$ cat config.mk
export PLATFORM = sky130hd
export DESIGN_NAME = ed_sweep_counter
export DESIGN_NICKNAME = d
export VERILOG_FILES = /design/src/rtl/ed_pkg.sv /design/src/rtl/ed_trig_sync.sv /design/src/rtl/ed_sweep_counter.sv
export SDC_FILE = /design/constraint.sdc
export NUM_CORES = 1
export LEC_CHECK = 0
export ABC_AREA = 0
export CORE_UTILIZATION = 29
export DETAILED_ROUTE_END_ITERATION = 16
export GPL_ROUTABILITY_DRIVEN = 1
export HOLD_SLACK_MARGIN = 0.12
export PLACE_DENSITY = 0.56
export SYNTH_ARGS = -nofsm -noshare
export SYNTH_HDL_FRONTEND = slang
export SYNTH_HIERARCHICAL = 1
export SYNTH_SLANG_ARGS = --single-unit
$ cat constraint.sdc
create_clock -name clk -period 7.55 [get_ports clk]
set_clock_uncertainty 0.1 [all_clocks]
set_input_delay 1.51 -clock clk [delete_from_list [all_inputs] [get_ports clk]]
set_output_delay 1.51 -clock clk [all_outputs]
set_load 0.02 [all_outputs]
$ cat src/rtl/ed_pkg.sv
// ed_pkg: shared defaults and sweep FSM state encoding for the ed_* blocks
package ed_pkg;
  localparam int ED_IN_BITS = 32;
  localparam int ED_SYNC_STAGES = 2;
  typedef enum logic [1:0] {
    ED_IDLE  = 2'd0,
    ED_ARMED = 2'd1,
    ED_RUN   = 2'd2,
    ED_DONE  = 2'd3
  } ed_state_e;
endpackage

$ cat src/rtl/ed_trig_sync.sv
// ed_trig_sync: external trigger synchronizer with a one-cycle rising-edge pulse
module ed_trig_sync
  import ed_pkg::*;
#(
  parameter int SYNC_STAGES = ED_SYNC_STAGES
) (
  input  logic clk,
  input  logic rst_n,
  input  logic trig_in,
  output logic trig_edge
);
  logic [SYNC_STAGES-1:0] sync_q, sync_d;
  logic prev_q, prev_d;
  // shift the pin through the chain and flag a 0->1 at the synchronized output
  always_comb begin
    sync_d = {sync_q[SYNC_STAGES-2:0], trig_in};
    prev_d = sync_q[SYNC_STAGES-1];
    trig_edge = sync_q[SYNC_STAGES-1] & ~prev_q;
  end
  // synchronizer and edge-history flops, cleared on reset
  always_ff @(posedge clk or negedge rst_n) begin
    if (!rst_n) begin
      sync_q <= '0;
      prev_q <= 1'b0;
    end else begin
      sync_q <= sync_d;
      prev_q <= prev_d;
    end
  end
endmodule

$ cat src/rtl/ed_sweep_counter.sv
// ed_sweep_counter: inner/outer sweep timebase and comparator enable for ed_comp
module ed_sweep_counter
  import ed_pkg::*;
#(
  parameter int IN_BITS = ED_IN_BITS,
  parameter int SYNC_STAGES = ED_SYNC_STAGES
) (
  input  logic                      clk,
  input  logic                      rst_n,
  input  logic                      start,
  input  logic                      abort,
  input  logic                      trig_mode,
  input  logic                      ext_trig,
  input  logic signed [IN_BITS-1:0] period,
  input  logic signed [IN_BITS-1:0] n_reps,
  output logic signed [IN_BITS-1:0] count,
  output logic signed [IN_BITS-1:0] outer_count,
  output logic                      enable,
  output logic                      armed,
  output logic                      running,
  output logic                      wrap,
  output logic                      done,
  output logic                      cfg_err
);
  localparam logic signed [IN_BITS-1:0] ONE = IN_BITS'(1);
  ed_state_e state_q, state_d;
  logic signed [IN_BITS-1:0] count_q, count_d, outer_q, outer_d, per_q, per_d, nrep_q, nrep_d;
  logic wrap_q, wrap_d, done_q, done_d, cfg_err_q, cfg_err_d;
  logic trig_edge, last_cnt, last_rep, bad_cfg;
  ed_trig_sync #(.SYNC_STAGES(SYNC_STAGES)) u_sync (
    .clk      (clk),
    .rst_n    (rst_n),
    .trig_in  (ext_trig),
    .trig_edge(trig_edge)
  );
  assign last_cnt = count_q == per_q - ONE;
  assign last_rep = outer_q == nrep_q - ONE;
  assign bad_cfg = (period < ONE) || (n_reps < ONE);
  // next state, counters and shadows; wrap/done are pre-decoded from the next state
  always_comb begin
    state_d = state_q;
    count_d = count_q;
    outer_d = outer_q;
    per_d = per_q;
    nrep_d = nrep_q;
    cfg_err_d = 1'b0;
    if (abort) begin
      state_d = ED_IDLE;
      count_d = '0;
      outer_d = '0;
    end else begin
      case (state_q)
        ED_IDLE: if (start) begin
          if (bad_cfg) cfg_err_d = 1'b1;
          else begin
            per_d = period;
            nrep_d = n_reps;
            state_d = trig_mode ? ED_ARMED : ED_RUN;
            count_d = '0;
            outer_d = '0;
          end
        end
        ED_ARMED: if (trig_edge) begin
          state_d = ED_RUN;
          count_d = '0;
          outer_d = '0;
        end
        ED_RUN: begin
          if (!last_cnt) count_d = count_q + ONE;
          else if (last_rep) state_d = ED_DONE;
          else begin
            count_d = '0;
            outer_d = outer_q + ONE;
          end
        end
        ED_DONE: begin
          state_d = ED_IDLE;
          count_d = '0;
          outer_d = '0;
        end
        default: state_d = ED_IDLE;
      endcase
    end
    wrap_d = (state_d == ED_RUN) && (count_d == per_d - ONE);
    done_d = state_d == ED_DONE;
  end
  // state, counter, shadow and pulse registers
  always_ff @(posedge clk or negedge rst_n) begin
    if (!rst_n) begin
      state_q <= ED_IDLE;
      count_q <= '0;
      outer_q <= '0;
      per_q <= '0;
      nrep_q <= '0;
      wrap_q <= 1'b0;
      done_q <= 1'b0;
      cfg_err_q <= 1'b0;
    end else begin
      state_q <= state_d;
      count_q <= count_d;
      outer_q <= outer_d;
      per_q <= per_d;
      nrep_q <= nrep_d;
      wrap_q <= wrap_d;
      done_q <= done_d;
      cfg_err_q <= cfg_err_d;
    end
  end
  assign count = count_q;
  assign outer_count = outer_q;
  assign enable = state_q == ED_RUN;
  assign running = state_q == ED_RUN;
  assign armed = state_q == ED_ARMED;
  assign wrap = wrap_q;
  assign done = done_q;
  assign cfg_err = cfg_err_q;
endmodule

# After elaboration in Yosys (flattened, before gate mapping)

Cells that the tools add are included.

Latch bits: 0
Memories: 0
Bits in read-only memories: 0
Input bits: 70
Flip-flop bits (word level): 136
Word-level logic and storage cells: 69
Memory bits (writable): 0
Output and inout bits: 70

Muxes and demuxes: 30
Divide/modulo/power cells: 0
Equality and inequality tests: 13
Add/sub/neg operators: 5
Reduce and logical (&&, ||, !) cells: 5
$lt $le $gt $ge: 2
$mul: 0
Shifts and indexed selects: 0
Bitwise gates (word level): 4

Operators with widths:

| operator              | count |
|---|---|
| $mux 32               | 16 |
| $pmux 32 s4           | 2 |
| $eq 32x32->1          | 3 |
| $sub 32x2->32 const B | 3 |
| $add 32x2->32 const B | 2 |
| $lt 32x2->1 const B   | 2 |
| $mux 2                | 7 |
| $ne 3x3->1 const B    | 3 |
| $eq 2x2->1 const B    | 4 |
| $pmux 2 s4            | 1 |
| $ne 3x2->1 const B    | 2 |
| $reduce_and 5->1      | 1 |
| $mux 1                | 4 |
| $reduce_and 4->1      | 1 |
| $not 1->1             | 3 |
| $eq 2x1->1 const B    | 1 |
| $logic_not 2->1       | 1 |
| $and 1x1->1           | 1 |
| $logic_and 1x1->1     | 1 |
| $logic_or 1x1->1      | 1 |

# Logic depth before layout (Yosys ltp)

Depth after elaboration: 9
Depth in mapped cells: 27
Gate-level depth less buffers: 20

# Cells and area by module

The synthesis kept the hierarchy.

Modules (own cells, without submodules):

| module           | cells each | instances | sequential area each (um2) | area each (um2) |
|---|---|---|---|---|
| ed_sweep_counter | 1562       | 1         | 3328.2                     | 11770.0 |
| ed_trig_sync     | 4          | 1         | 75.1                       | 88.8 |

# Worst setup path before layout

No wires, ideal clock.

Path type: input -> register
From: input period[5]
To: register wrap_q, in the netlist wrap
Stages: 26
Path slack: -580 ps
Library setup time: 101 ps
Data arrival time: 7929 ps
Data required time: 7349 ps
Cell sequence: or4_1 clkbuf_1 or4_1 nor3_1 a21oi_1 buf_2 clkbuf_1 clkbuf_1 clkbuf_1 clkbuf_1 a21oi_1 ha_1 or4b_2 clkbuf_1 or4_1 or3_1 nor3_1 mux2i_1 xnor2_1 nor2_1 a21oi_1 nand4b_1 a221oi_1 nand4_1 or4_1 nor4_1

Longest elaborated chain between the ends: 9

RTL lines:

| element               | line                    | text |
|---|---|---|
| start, declared       | ed_sweep_counter.sv:14  | `input logic signed [IN_BITS-1:0] period,` |
| $lt 32x2->1           | ed_sweep_counter.sv:38  | `assign bad_cfg = (period < ONE) \|\| (n_reps < ONE);` |
| $logic_or 1x1->1      | ed_sweep_counter.sv:38  |  |
| $mux 32               | ed_sweep_counter.sv:54  | `if (bad_cfg) cfg_err_d = 1'b1;` |
| $mux 32               | ed_sweep_counter.sv:53  | `ED_IDLE: if (start) begin` |
| $mux 32               | ed_sweep_counter.sv:52  | `case (state_q)` |
| $mux 32               | ed_sweep_counter.sv:47  | `if (abort) begin` |
| $sub 32x2->32         | ed_sweep_counter.sv:84  | `wrap_d = (state_d == ED_RUN) && (count_d == per_d - ONE);` |
| $eq 32x32->1          | ed_sweep_counter.sv:84  |  |
| $logic_and 1x1->1 (*) | ed_sweep_counter.sv:84  |  |
| named net wrap_d      | ed_sweep_counter.sv:28  | `logic wrap_q, wrap_d, done_q, done_d, cfg_err_q, cfg_err_d;` |
| end signal, assigned  | ed_sweep_counter.sv:104 | `wrap_q <= wrap_d;` |
| end, declared         | ed_sweep_counter.sv:28  |  |

Mark *: on every way through the listed nets, which the timed path passes. The rest lies on a longest branch.
A chain may end at the register's enable or synchronous reset.

# Worst setup path in the final report

From: input period[0]
To: register wrap_q, in the netlist wrap

The elaborated chain is that of the path after synthesis.

==> impl_metrics.ini <==
[outcome]
status = complete, no violations

[clocking]
clockBufferDepth = 2
cts_num_sinks = 136
cts_tree = built
cts_max_level = 4
clk_latency_ns = 0.46
cts_buffers = 17
clk_pin_slew_ns = 0.07
cts_root_buf = clkbuf_16
postCtsHoldBufs = 0

[floorplan]
rows = 73
top_level_ports = 140
die_h_um = 204
die_w_um = 204
start_util = 0.296
floorplan.die_area_um2 = 41700
core_um2 = 40000

[timing]
final.setup.worst_slack_ns = 0.243
layout_min_cycle_time_ns = 7.31
fin_crit_sh = 0.968
hold_viol_final = 0
setup_violations = 0
rsz0062_at_grt = no
slew_headroom = 0.306
max_freq_mhz = 137
worst_slew_pin_slew_ns = 1.03
maxSlewViolCount = 0

[final_layout]
mostFrequentLayoutCells = 270 x nand2_1, 138 x clkdlybuf4s50_1, 136 x dfrtp_1
multiInputGateArea_um2 = 7900
area_growth_pct = 22.9
final_common_cell = nand2_1
layoutNonFillerInstCount = 2221
nets = 1756
fillCellCount = 4249
layout-drive-gt1-share = 0.0838
ff_latch_area_um2 = 3400

[logic_synthesis]
ys_seq_elements = 136
yosysWarnings = 6
async_reset_ff_frac = 1.00
synth_edf_count = 0
netlist_area_um2 = 11900
ys.flop_type = dfrtp_1
synth_cells = 1566
seq_area_frac_synth = 0.287
synth_nets = 1641
synthDistinctLibCells = 98
syn_area_per_cell_um2 = 7.57

[pwr]
power_frac_clock = 0.292
seq_power_share = 0.329
combinationalPowerShare = 0.379
p_leak_nw = 5.68
switchingPower_mw = 1.27
switching_share = 0.413
ir_drop_v = 0.000167
power_density_nw_per_um2 = 211
p_int_mw = 1.80

[worst_setup_path]
arrival_ns = 7.57
crit_family = simple AND/OR/NAND/NOR gates
crit_required_ns = 7.81
cp_max_fo = 7
path_buf_inv = 1
critPathMaxStageDelay_ns = 0.61
cp-end-kind = flip-flop
r2r-start = state_q[0]$_DFF_PN0_
startpoint = period[0]
path_class = input port to flip-flop
slowest_stage = or4b_2
cp-start-kind = input port
crit_chain = clkdlybuf4s50_1, or4_1, or4_4, nor3_4, a21oi_4, a21oi_1, ha_2, or4b_2, or4_4, or3_4, nor3_1, mux2i_1, xnor2_1, nor2_1, a21oi_1, nand4b_1, a221oi_1, nand4_1, or4_1, nor4_1

[placement]
hpwl_um = 38800
pre_cts_ws_ns = -0.180
numPortBuffers = 139
place_congestion = 0.998
dp.cells = 2187

[grt]
grt_pass1_vias = 12100
grt_pass1_wl_um = 75700
grtUsageTotal = 0.242
grt_overflow = 0
grt_max_degree = 84
antenna_found_initial = 4

[route]
vias = 12700
m1WireLength_um = 23600
wl_per_cell_um = 22.6
viasPerCell = 5.72
top_layer = met5
wl_met3_um = 3770
drt_pass1_iterations = 5
drt-total-wl_um = 50100
ant_nets = 0
drc_errors = 0
wl_met2_um = 21300
drtIter0Drc = 1343

[min_path]
hold_start = u_sync/sync_q[0]$_DFF_PN0_
hold_path.class = flip-flop to flip-flop

[job]
max_cap_violations = 0
layout make-up:
| class | count | area share |
|---|---|---|
| Antenna cell | 2 | 0.000343 |
| Clock buffer | 18 | 0.0294 |
| Clock inverter | 14 | 0.0118 |
| Inverter | 47 | 0.0121 |
| Multi-Input combinational cell | 1282 | 0.542 |
| Sequential cell | 136 | 0.233 |
| Tap cell | 525 | 0.0451 |
| Timing Repair Buffer | 197 | 0.125 |
per-layer routing:
layer | up-vias | track usage
li1 | 5873 | -
met1 | 6174 | 0.356
met2 | 578 | 0.353
met3 | 79 | 0.0365
met4 | 2 | 0.0880
met5 | - | 0
stage by stage:
stage / power, mW / instance area [µm²] / hold WS [ns] / util / setup TNS (ns)
after floorplan: 1.74 / 12000 / 0.231 / - / 0
after global routing: 3.22 / 14600 / 0.277 / 0.364 / 0
after CTS: 3.05 / 14600 / 0.258 / 0.364 / 0
after detailed placement: 2.15 / 14000 / 0.245 / 0.349 / -0.180
final: 3.07 / 14600 / 0.248 / 0.364 / 0
after global placement: 2.14 / 14000 / 0.233 / 0.349 / 0
kinds of logic after synthesis:
| logic type | count (synthesis) | synth area share |
|---|---|---|
| compound gates | 320 | 0.183 |
| xor+xnor | 157 | 0.120 |
| fa+ha+maj | 5 | 0.00528 |
| buf+inv | 148 | 0.0505 |
| flops | 136 | 0.287 |
| mux | 30 | 0.0257 |
| simple gates | 770 | 0.329 |
registers in the layout, indices dropped and copies added (netlist names):
signal,flops
count,32
outer_count,32
done,1
u_sync/sync_q,2
u_sync/prev_q,1
nrep_q,32
cfg_err,1
per_q,32
wrap,1
state_q,2
Yosys cell counts, drive strengths merged, types with 8 or more instances:
master | instances | area [µm²]
or4 | 24 | 191
a31o | 10 | 87.6
dfrtp | 136 | 3400
nand4 | 29 | 188
xnor2 | 86 | 753
a211oi | 15 | 130
or2 | 12 | 75.1
and3 | 32 | 200
nor2 | 118 | 458
and2 | 14 | 87.6
inv | 46 | 173
o31ai | 14 | 105
o211ai | 12 | 90.1
nand2 | 272 | 1020
a21oi | 78 | 394
xor2 | 68 | 596
o2111ai | 8 | 70.1
a31oi | 15 | 93.8
nand2b | 18 | 113
buf | 20 | 116
nor4 | 44 | 290
and4 | 9 | 78.8
mux2i | 26 | 260
or3 | 43 | 269
a21o | 8 | 60.1
clkbuf | 81 | 307
nand3b | 8 | 60.1
o21ai | 73 | 369
nand3 | 46 | 230
nor2b | 13 | 88.8
nor3 | 62 | 315
repair_timing:
item / 4_1_cts / 5_1_grt
setup endpoints to repair: 0 / 1
setup buffers: 0 / 0
resized for setup: 0 / 1
power groups by stage:
stage / registers, mW / logic (mW) / clock network (mW)
2_1_floorplan: 0.899 / 0.841 / 0
3_3_place_gp: 1.02 / 1.12 / 0
3_5_place_dp: 1.02 / 1.13 / 0
4_1_cts: 1.00 / 1.14 / 0.906
5_1_grt: 1.03 / 1.26 / 0.935
6_report: 1.01 / 1.16 / 0.898
path summary, 6_finish.rpt:
| check | cells after the start | slack (ns) | to |
|---|---|---|---|
| worst max-delay path | 20 | 0.24 | wrap$_DFF_PN0_ |
| worst min-delay path | 0 | 0.25 | u_sync/sync_q[1]$_DFF_PN0_ |
| worst max register to register | 22 | 1.12 | wrap$_DFF_PN0_ |
| worst min register to register | 0 | 0.25 | u_sync/sync_q[1]$_DFF_PN0_ |
| max in group asynchronous | 2 | 5.05 | count[19]$_DFF_PN0_ |
| min in group asynchronous | 1 | 1.03 | outer_count[25]$_DFFE_PN0P_ |
worst reg2reg max path, stage by stage (launching register included):
cell and delay, ns:
dfrtp_1 0.36, buf_4 0.22, nor2_1 0.64, and3_1 0.37, o211ai_1 0.13, buf_4 0.17, a21oi_4 0.20, nor2_1 0.06
a21oi_1 0.22, ha_2 0.23, or4b_2 0.61, or4_4 0.45, or3_4 0.38, nor3_1 0.19, mux2i_1 0.12, xnor2_1 0.47
nor2_1 0.09, a21oi_1 0.16, nand4b_1 0.11, a221oi_1 0.22, nand4_1 0.15, or4_1 0.51, nor4_1 0.17
Note: power is estimated with default switching activity, not from simulation.
